$ cat src/rtl/alarm_mode_controller_if.sv
// Button/tick/alarm inputs and mode, field-select, strobe and ringer outputs of the mode sequencer.
interface alarm_mode_controller_if;
  logic       tick_1hz;
  logic       btn_c;
  logic       btn_u;
  logic       btn_d;
  logic       btn_l;
  logic       btn_r;
  logic       alarm_match;
  logic [2:0] mode;
  logic [1:0] sel;
  logic       inc_en;
  logic       dec_en;
  logic       clk_run;
  logic       ringing;
  logic       alarm_armed;

  modport master (
    output tick_1hz, btn_c, btn_u, btn_d, btn_l, btn_r, alarm_match,
    input  mode, sel, inc_en, dec_en, clk_run, ringing, alarm_armed
  );

  modport slave (
    input  tick_1hz, btn_c, btn_u, btn_d, btn_l, btn_r, alarm_match,
    output mode, sel, inc_en, dec_en, clk_run, ringing, alarm_armed
  );
endinterface

$ cat src/rtl/alarm_mode_controller.sv
// Alarm clock mode sequencer (run/set/ring, plus snooze when SNOOZE_EN is defined).
// Latency: all outputs registered, one cycle after the sampled pulse.
// Backpressure: none; every pulse is consumed in the cycle it is sampled.
module alarm_mode_controller #(
  parameter int SNOOZE_SEC       = 300,
  parameter int RING_TIMEOUT_SEC = 60
) (
  input logic                    clk,
  input logic                    rst,
  alarm_mode_controller_if.slave bus
);

  typedef enum logic [2:0] {
    RUN    = 3'd0,
    SET_CH = 3'd1,
    SET_CM = 3'd2,
    SET_AH = 3'd3,
    SET_AM = 3'd4,
`ifdef SNOOZE_EN
    RING   = 3'd5,
    SNOOZE = 3'd6
`else
    RING   = 3'd5
`endif
  } state_t;

  localparam int RW = $clog2(RING_TIMEOUT_SEC + 1);
  localparam logic [RW-1:0] RING_MAX = RW'(RING_TIMEOUT_SEC);

  state_t        state, nxt;
  logic [1:0]    sel_q, sel_nxt;
  logic          inc_q, dec_q, inc_nxt, dec_nxt;
  logic          clk_run_q, ringing_q;
  logic          armed_q, armed_nxt;
  logic          match_q;
  logic [RW-1:0] ring_cnt, ring_cnt_nxt;
  logic          alarm_rise;
  logic          one_dir;

`ifdef SNOOZE_EN
  localparam int SW = $clog2(SNOOZE_SEC + 1);
  localparam logic [SW-1:0] SNOOZE_MAX = SW'(SNOOZE_SEC);
  logic [SW-1:0] snz_cnt, snz_cnt_nxt;
  logic          any_dir;
  assign any_dir = bus.btn_u | bus.btn_d | bus.btn_l | bus.btn_r;
`endif

  // Edge on the match level so a minute-long match only rings once.
  assign alarm_rise = bus.alarm_match & ~match_q;
  assign one_dir    = bus.btn_u ^ bus.btn_d;

  always_comb begin
    nxt          = state;
    inc_nxt      = 1'b0;
    dec_nxt      = 1'b0;
    armed_nxt    = armed_q;
    ring_cnt_nxt = '0;
`ifdef SNOOZE_EN
    snz_cnt_nxt  = '0;
`endif
    case (state)
      RUN: begin
        if (alarm_rise && armed_q) begin
          nxt = RING;
        end else begin
          if (bus.btn_r) armed_nxt = ~armed_q;
          if (bus.btn_c) nxt = SET_CH;
        end
      end
      SET_CH, SET_CM, SET_AH, SET_AM: begin
        // A strobe takes the cycle so it always lands on the field it was pressed on.
        if (bus.btn_c) begin
          nxt = RUN;
        end else if (one_dir) begin
          inc_nxt = bus.btn_u;
          dec_nxt = bus.btn_d;
        end else if (bus.btn_r) begin
          nxt = (state == SET_AM) ? SET_CH : state_t'(state + 3'd1);
        end else if (bus.btn_l) begin
          nxt = (state == SET_CH) ? SET_AM : state_t'(state - 3'd1);
        end
      end
      RING: begin
        if (bus.btn_c) begin
          nxt = RUN;
`ifdef SNOOZE_EN
        end else if (any_dir) begin
          nxt = SNOOZE;
`endif
        end else if (bus.tick_1hz) begin
          if (ring_cnt + 1'b1 == RING_MAX) nxt = RUN;
          else ring_cnt_nxt = ring_cnt + 1'b1;
        end else begin
          ring_cnt_nxt = ring_cnt;
        end
      end
`ifdef SNOOZE_EN
      SNOOZE: begin
        if (bus.btn_c) begin
          nxt = RUN;
        end else if (bus.tick_1hz) begin
          if (snz_cnt + 1'b1 == SNOOZE_MAX) nxt = RING;
          else snz_cnt_nxt = snz_cnt + 1'b1;
        end else begin
          snz_cnt_nxt = snz_cnt;
        end
      end
`endif
      default: nxt = RUN;
    endcase

    case (nxt)
      SET_CM:  sel_nxt = 2'd1;
      SET_AH:  sel_nxt = 2'd2;
      SET_AM:  sel_nxt = 2'd3;
      default: sel_nxt = 2'd0;
    endcase
  end

  always_ff @(posedge clk or posedge rst) begin
    if (rst) begin
      state     <= RUN;
      sel_q     <= 2'd0;
      inc_q     <= 1'b0;
      dec_q     <= 1'b0;
      clk_run_q <= 1'b1;
      ringing_q <= 1'b0;
      armed_q   <= 1'b0;
      match_q   <= 1'b0;
      ring_cnt  <= '0;
`ifdef SNOOZE_EN
      snz_cnt   <= '0;
`endif
    end else begin
      state     <= nxt;
      sel_q     <= sel_nxt;
      inc_q     <= inc_nxt;
      dec_q     <= dec_nxt;
      clk_run_q <= !(nxt == SET_CH || nxt == SET_CM);
      ringing_q <= (nxt == RING);
      armed_q   <= armed_nxt;
      match_q   <= bus.alarm_match;
      ring_cnt  <= ring_cnt_nxt;
`ifdef SNOOZE_EN
      snz_cnt   <= snz_cnt_nxt;
`endif
    end
  end

  assign bus.mode        = state;
  assign bus.sel         = sel_q;
  assign bus.inc_en      = inc_q;
  assign bus.dec_en      = dec_q;
  assign bus.clk_run     = clk_run_q;
  assign bus.ringing     = ringing_q;
  assign bus.alarm_armed = armed_q;

endmodule
$ cat src/flat_wrapper.sv
// flat-port wrapper written by rule: the top's interface ports become plain ports
module alarm_mode_controller_flat 
#(
  parameter int SNOOZE_SEC       = 300,
  parameter int RING_TIMEOUT_SEC = 60
)
  (clk, rst, bus_tick_1hz, bus_btn_c, bus_btn_u, bus_btn_d, bus_btn_l, bus_btn_r, bus_alarm_match, bus_mode, bus_sel, bus_inc_en, bus_dec_en, bus_clk_run, bus_ringing, bus_alarm_armed);
  alarm_mode_controller_if bus_i ();
  input logic clk;
  input logic rst;
  input wire logic [$bits(bus_i.tick_1hz)-1:0] bus_tick_1hz;
  input wire logic [$bits(bus_i.btn_c)-1:0] bus_btn_c;
  input wire logic [$bits(bus_i.btn_u)-1:0] bus_btn_u;
  input wire logic [$bits(bus_i.btn_d)-1:0] bus_btn_d;
  input wire logic [$bits(bus_i.btn_l)-1:0] bus_btn_l;
  input wire logic [$bits(bus_i.btn_r)-1:0] bus_btn_r;
  input wire logic [$bits(bus_i.alarm_match)-1:0] bus_alarm_match;
  output wire logic [$bits(bus_i.mode)-1:0] bus_mode;
  output wire logic [$bits(bus_i.sel)-1:0] bus_sel;
  output wire logic [$bits(bus_i.inc_en)-1:0] bus_inc_en;
  output wire logic [$bits(bus_i.dec_en)-1:0] bus_dec_en;
  output wire logic [$bits(bus_i.clk_run)-1:0] bus_clk_run;
  output wire logic [$bits(bus_i.ringing)-1:0] bus_ringing;
  output wire logic [$bits(bus_i.alarm_armed)-1:0] bus_alarm_armed;
  assign bus_i.tick_1hz = bus_tick_1hz;
  assign bus_i.btn_c = bus_btn_c;
  assign bus_i.btn_u = bus_btn_u;
  assign bus_i.btn_d = bus_btn_d;
  assign bus_i.btn_l = bus_btn_l;
  assign bus_i.btn_r = bus_btn_r;
  assign bus_i.alarm_match = bus_alarm_match;
  assign bus_mode = bus_i.mode;
  assign bus_sel = bus_i.sel;
  assign bus_inc_en = bus_i.inc_en;
  assign bus_dec_en = bus_i.dec_en;
  assign bus_clk_run = bus_i.clk_run;
  assign bus_ringing = bus_i.ringing;
  assign bus_alarm_armed = bus_i.alarm_armed;
  alarm_mode_controller #(.SNOOZE_SEC(SNOOZE_SEC), .RING_TIMEOUT_SEC(RING_TIMEOUT_SEC)) u_core (.clk(clk), .rst(rst), .bus(bus_i));
endmodule
$ cat config.mk
export PLATFORM = sky130hd
export DESIGN_NAME = alarm_mode_controller_flat
export DESIGN_NICKNAME = d
export VERILOG_FILES = /design/src/rtl/alarm_mode_controller_if.sv /design/src/rtl/alarm_mode_controller.sv /design/src/flat_wrapper.sv
export SDC_FILE = /design/constraint.sdc
export NUM_CORES = 1
export LEC_CHECK = 0
export ABC_AREA = 1
export CORE_MARGIN = 5
export CORE_UTILIZATION = 30
export CTS_CLUSTER_DIAMETER = 200
export DETAILED_ROUTE_END_ITERATION = 10
export PLACE_DENSITY_LB_ADDON = 0.3
export SKIP_LAST_GASP = 1
export SLEW_MARGIN = 20
export SYNTH_ARGS = -nofsm -noshare
export SYNTH_HDL_FRONTEND = slang
export SYNTH_SLANG_ARGS = --single-unit
$ cat constraint.sdc
create_clock -name clk -period 1.9 [get_ports clk]
set_input_delay 0.38 -clock clk [delete_from_list [all_inputs] [get_ports clk]]
set_output_delay 0.38 -clock clk [all_outputs]
set_load 0.05 [all_outputs]
==> flow_summary.ini <==
[yosys]
synth-seq-cells = 17
synthAdderAreaFrac_pct = 8.62
avgSynthCellArea_um2 = 8.60
synth.cell_area_um2 = 1160
synth_xor_area_share_pct = 3.77
syn_inst = 135
synth_cell_types = 29
synth_mux_area_share_pct = 0
synth_nets = 152
synth-compound-area-share_pct = 8.94
synth_simple_gate_area_share_pct = 35.6
ys_seq_area_share_pct = 36.7
yosysWarnings = 0
synth_top_family_by_area = simple AND/OR/NAND/NOR gates

[run]
maxCapViolations = 0

[timing]
hold_viol = 0
worstMarginPinSlew_ns = 0.502
fmax_ghz = 0.561
post-route-period-util_pct = 93.8
fin_skew_ns = 0.000899
report.final.slew_viol_count = 0
fin_ws_ns = 0.117
setup_viol = 0
rsz0062_at_grt = false
period_minus_slack_ns = 1.78
setup_tns_ns = 0
slew_headroom_pct = 66.4

[pwr]
leakage_nw = 0.729
ir_worst_vdd_v = 0.000633
finalPower_mw = 1.94
power_density_nw_per_um2 = 1260

[clock_network]
clock_latency_ns = 0.24
cts_buffer_depth = 2
h-tree-depth = 1
cts.sinks = 17
postCtsHoldBufs = 0
root_buffer = clkbuf_8
cts_tree = done
cts_buffers = 3
path_clk_slew_ns = 0.06

[grt]
grt_pass1_vias = 1033
antenna_found_initial = 0
overflow = 0
grt_max_degree = 11
grtUsageTotal_pct = 10.3
grt_pass1_wl_um = 4280

[worst_setup_path]
worstPathArrival_ns = 1.93
crit_required_ns = 2.04
r2r_slack_ns = 0.12
end_kind = flip-flop
crit_fanout = 5
path_class = flip-flop to flip-flop
startpoint_type = flip-flop

[layout]
syn_to_final_growth_pct = 32.7
final.fill_count = 382
fin_cells = 214
layout-drive-gt1-share_pct = 31.9
nets = 184
n_antenna_cell = 0

[detailed_routing]
antenna_left = 0
wl_per_cell_um = 11.6
dr.pass1.iters = 4
drt_iter0_drc = 15
drc = 0
num_vias = 973
routed_wl_um = 2490
vias_per_cell = 4.55

[placement]
gp_congestion = 0.856
io_buffers = 18
place_hpwl_um = 2080
dp_slack_ns = -0.253
placed_cells = 208

[floorplanning]
fp.coreArea_um2 = 3720
die_h_um = 72.2
dieArea_um2 = 5210
die_w_um = 72.2
rows = 22
num_io_pins = 19
start_util_pct = 31.2

[worst_hold_path]
min_path_type = input port to asynchronous set/reset pin

[run_status]
status = complete, no violations
per-stage QoR:
stage / util [%] / instance area [um^2] / hold WS, ns
floorplan: - / 1160 / 0.305
global placement: 38.9 / 1440 / 0.520
detailed placement: 38.9 / 1440 / 0.518
CTS: 40.1 / 1490 / 0.411
global route: 41.4 / 1540 / 0.445
finish: 41.4 / 1540 / 0.405
power breakdown:
| part | internal (mW) | switching, mW |
|---|---|---|
| Clock | 0.145 | 0.114 |
| Sequential | 0.448 | 0.0626 |
| Combinational | 0.428 | 0.747 |
| Total | 1.02 | 0.924 |
Yosys cell counts (all sizes together):
cell	n	area, um^2
o22ai	2	12.5
nor2	13	66.3
nand4	1	21.3
o211ai	1	7.51
nand2	38	195
a21oi	2	21.3
a31oi	1	6.26
xor2	4	35.0
nand3	16	115
dfrtp	16	400
o21a	2	16.3
ha	8	100
dfstp	1	26.3
o21ai	8	40.0
inv	19	73.8
xnor2	1	8.76
nor3	2	15.0
metal layers:
| metal | part of all wire (%) | global-route usage [%] |
|---|---|---|
| met1 | 43 | 11.4 |
| met2 | 52 | 19.0 |
| met3 | 4.3 | 2.35 |
| met4 | 1.1 | 3.76 |
| met5 | 0 | 0 |
timing repair:
action / CTS / global route
endpoints found under the setup margin: 0 / 4
gates resized for setup: 0 / 10
buffers inserted: 0 / 2
cell type report:
class                           instances  area [um^2]  area share (%)
Timing Repair Buffer                   27          238            15.4
Inverter                               19         73.8            4.79
Clock buffer                            3         41.3            2.68
Tap cell                               48         60.1            3.90
Clock inverter                          1         5.00           0.325
Multi-Input combinational cell         99          693            45.0
Sequential cell                        17          429            27.9
worst max-delay path, stage by stage (launching register included):
cell	delay (ns)
dfrtp_2	0.43
buf_4	0.14
ha_1	0.24
nand2_4	0.08
nand2_2	0.05
nor2_4	0.15
nor2_4	0.06
o21a_1	0.11
nand2_2	0.08
nand3_4	0.08
inv_2	0.10
nand2_1	0.06
nand2_1	0.05
inv_1	0.03
registers in the layout, summed over array words and instances, names as in the netlist:
signal and cells:
u_core.ring_cnt 6, u_core.bus.mode 3, u_core.bus.sel 2, u_core.bus.alarm_armed 1, u_core.bus.clk_run 1, u_core.bus.dec_en 1
u_core.bus.inc_en 1, u_core.bus.ringing 1, u_core.match_q 1
kinds of logic after synthesis:
kind of cell | after synthesis
DFF | 17
adders and majority gates | 8
AOI/OAI and AO/OA | 16
buffers and inverters | 19
and+or+nand+nor | 70
xor gates and xnor gates | 5
cell usage in the layout, fill, tap and decap left out, drive strengths merged, types with 2 or more instances in the layout:
| cell | instances |
|---|---|
| xor2 | 4 |
| clkbuf | 3 |
| nor2 | 13 |
| o21a | 2 |
| clkdlybuf4s50 | 12 |
| inv | 19 |
| buf | 14 |
| o22ai | 2 |
| nor3 | 2 |
| a21oi | 2 |
| dfrtp | 16 |
| nand3 | 16 |
| o21ai | 8 |
| ha | 8 |
| nand2 | 38 |
path summary, 6_finish.rpt:
path	start	endpoint	cells after the start
max	u_core.bus.mode[0]	u_core.bus.sel[0]	13
min	rst	u_core.bus.ringing	2
max reg2reg	u_core.bus.mode[0]	u_core.bus.sel[0]	13
min reg2reg	u_core.bus.alarm_armed	u_core.bus.alarm_armed	1
max in group asynchronous	rst	u_core.ring_cnt[3]	3
min in group clk	u_core.bus.alarm_armed	u_core.bus.alarm_armed	1
(Power assumes the default switching activity.)
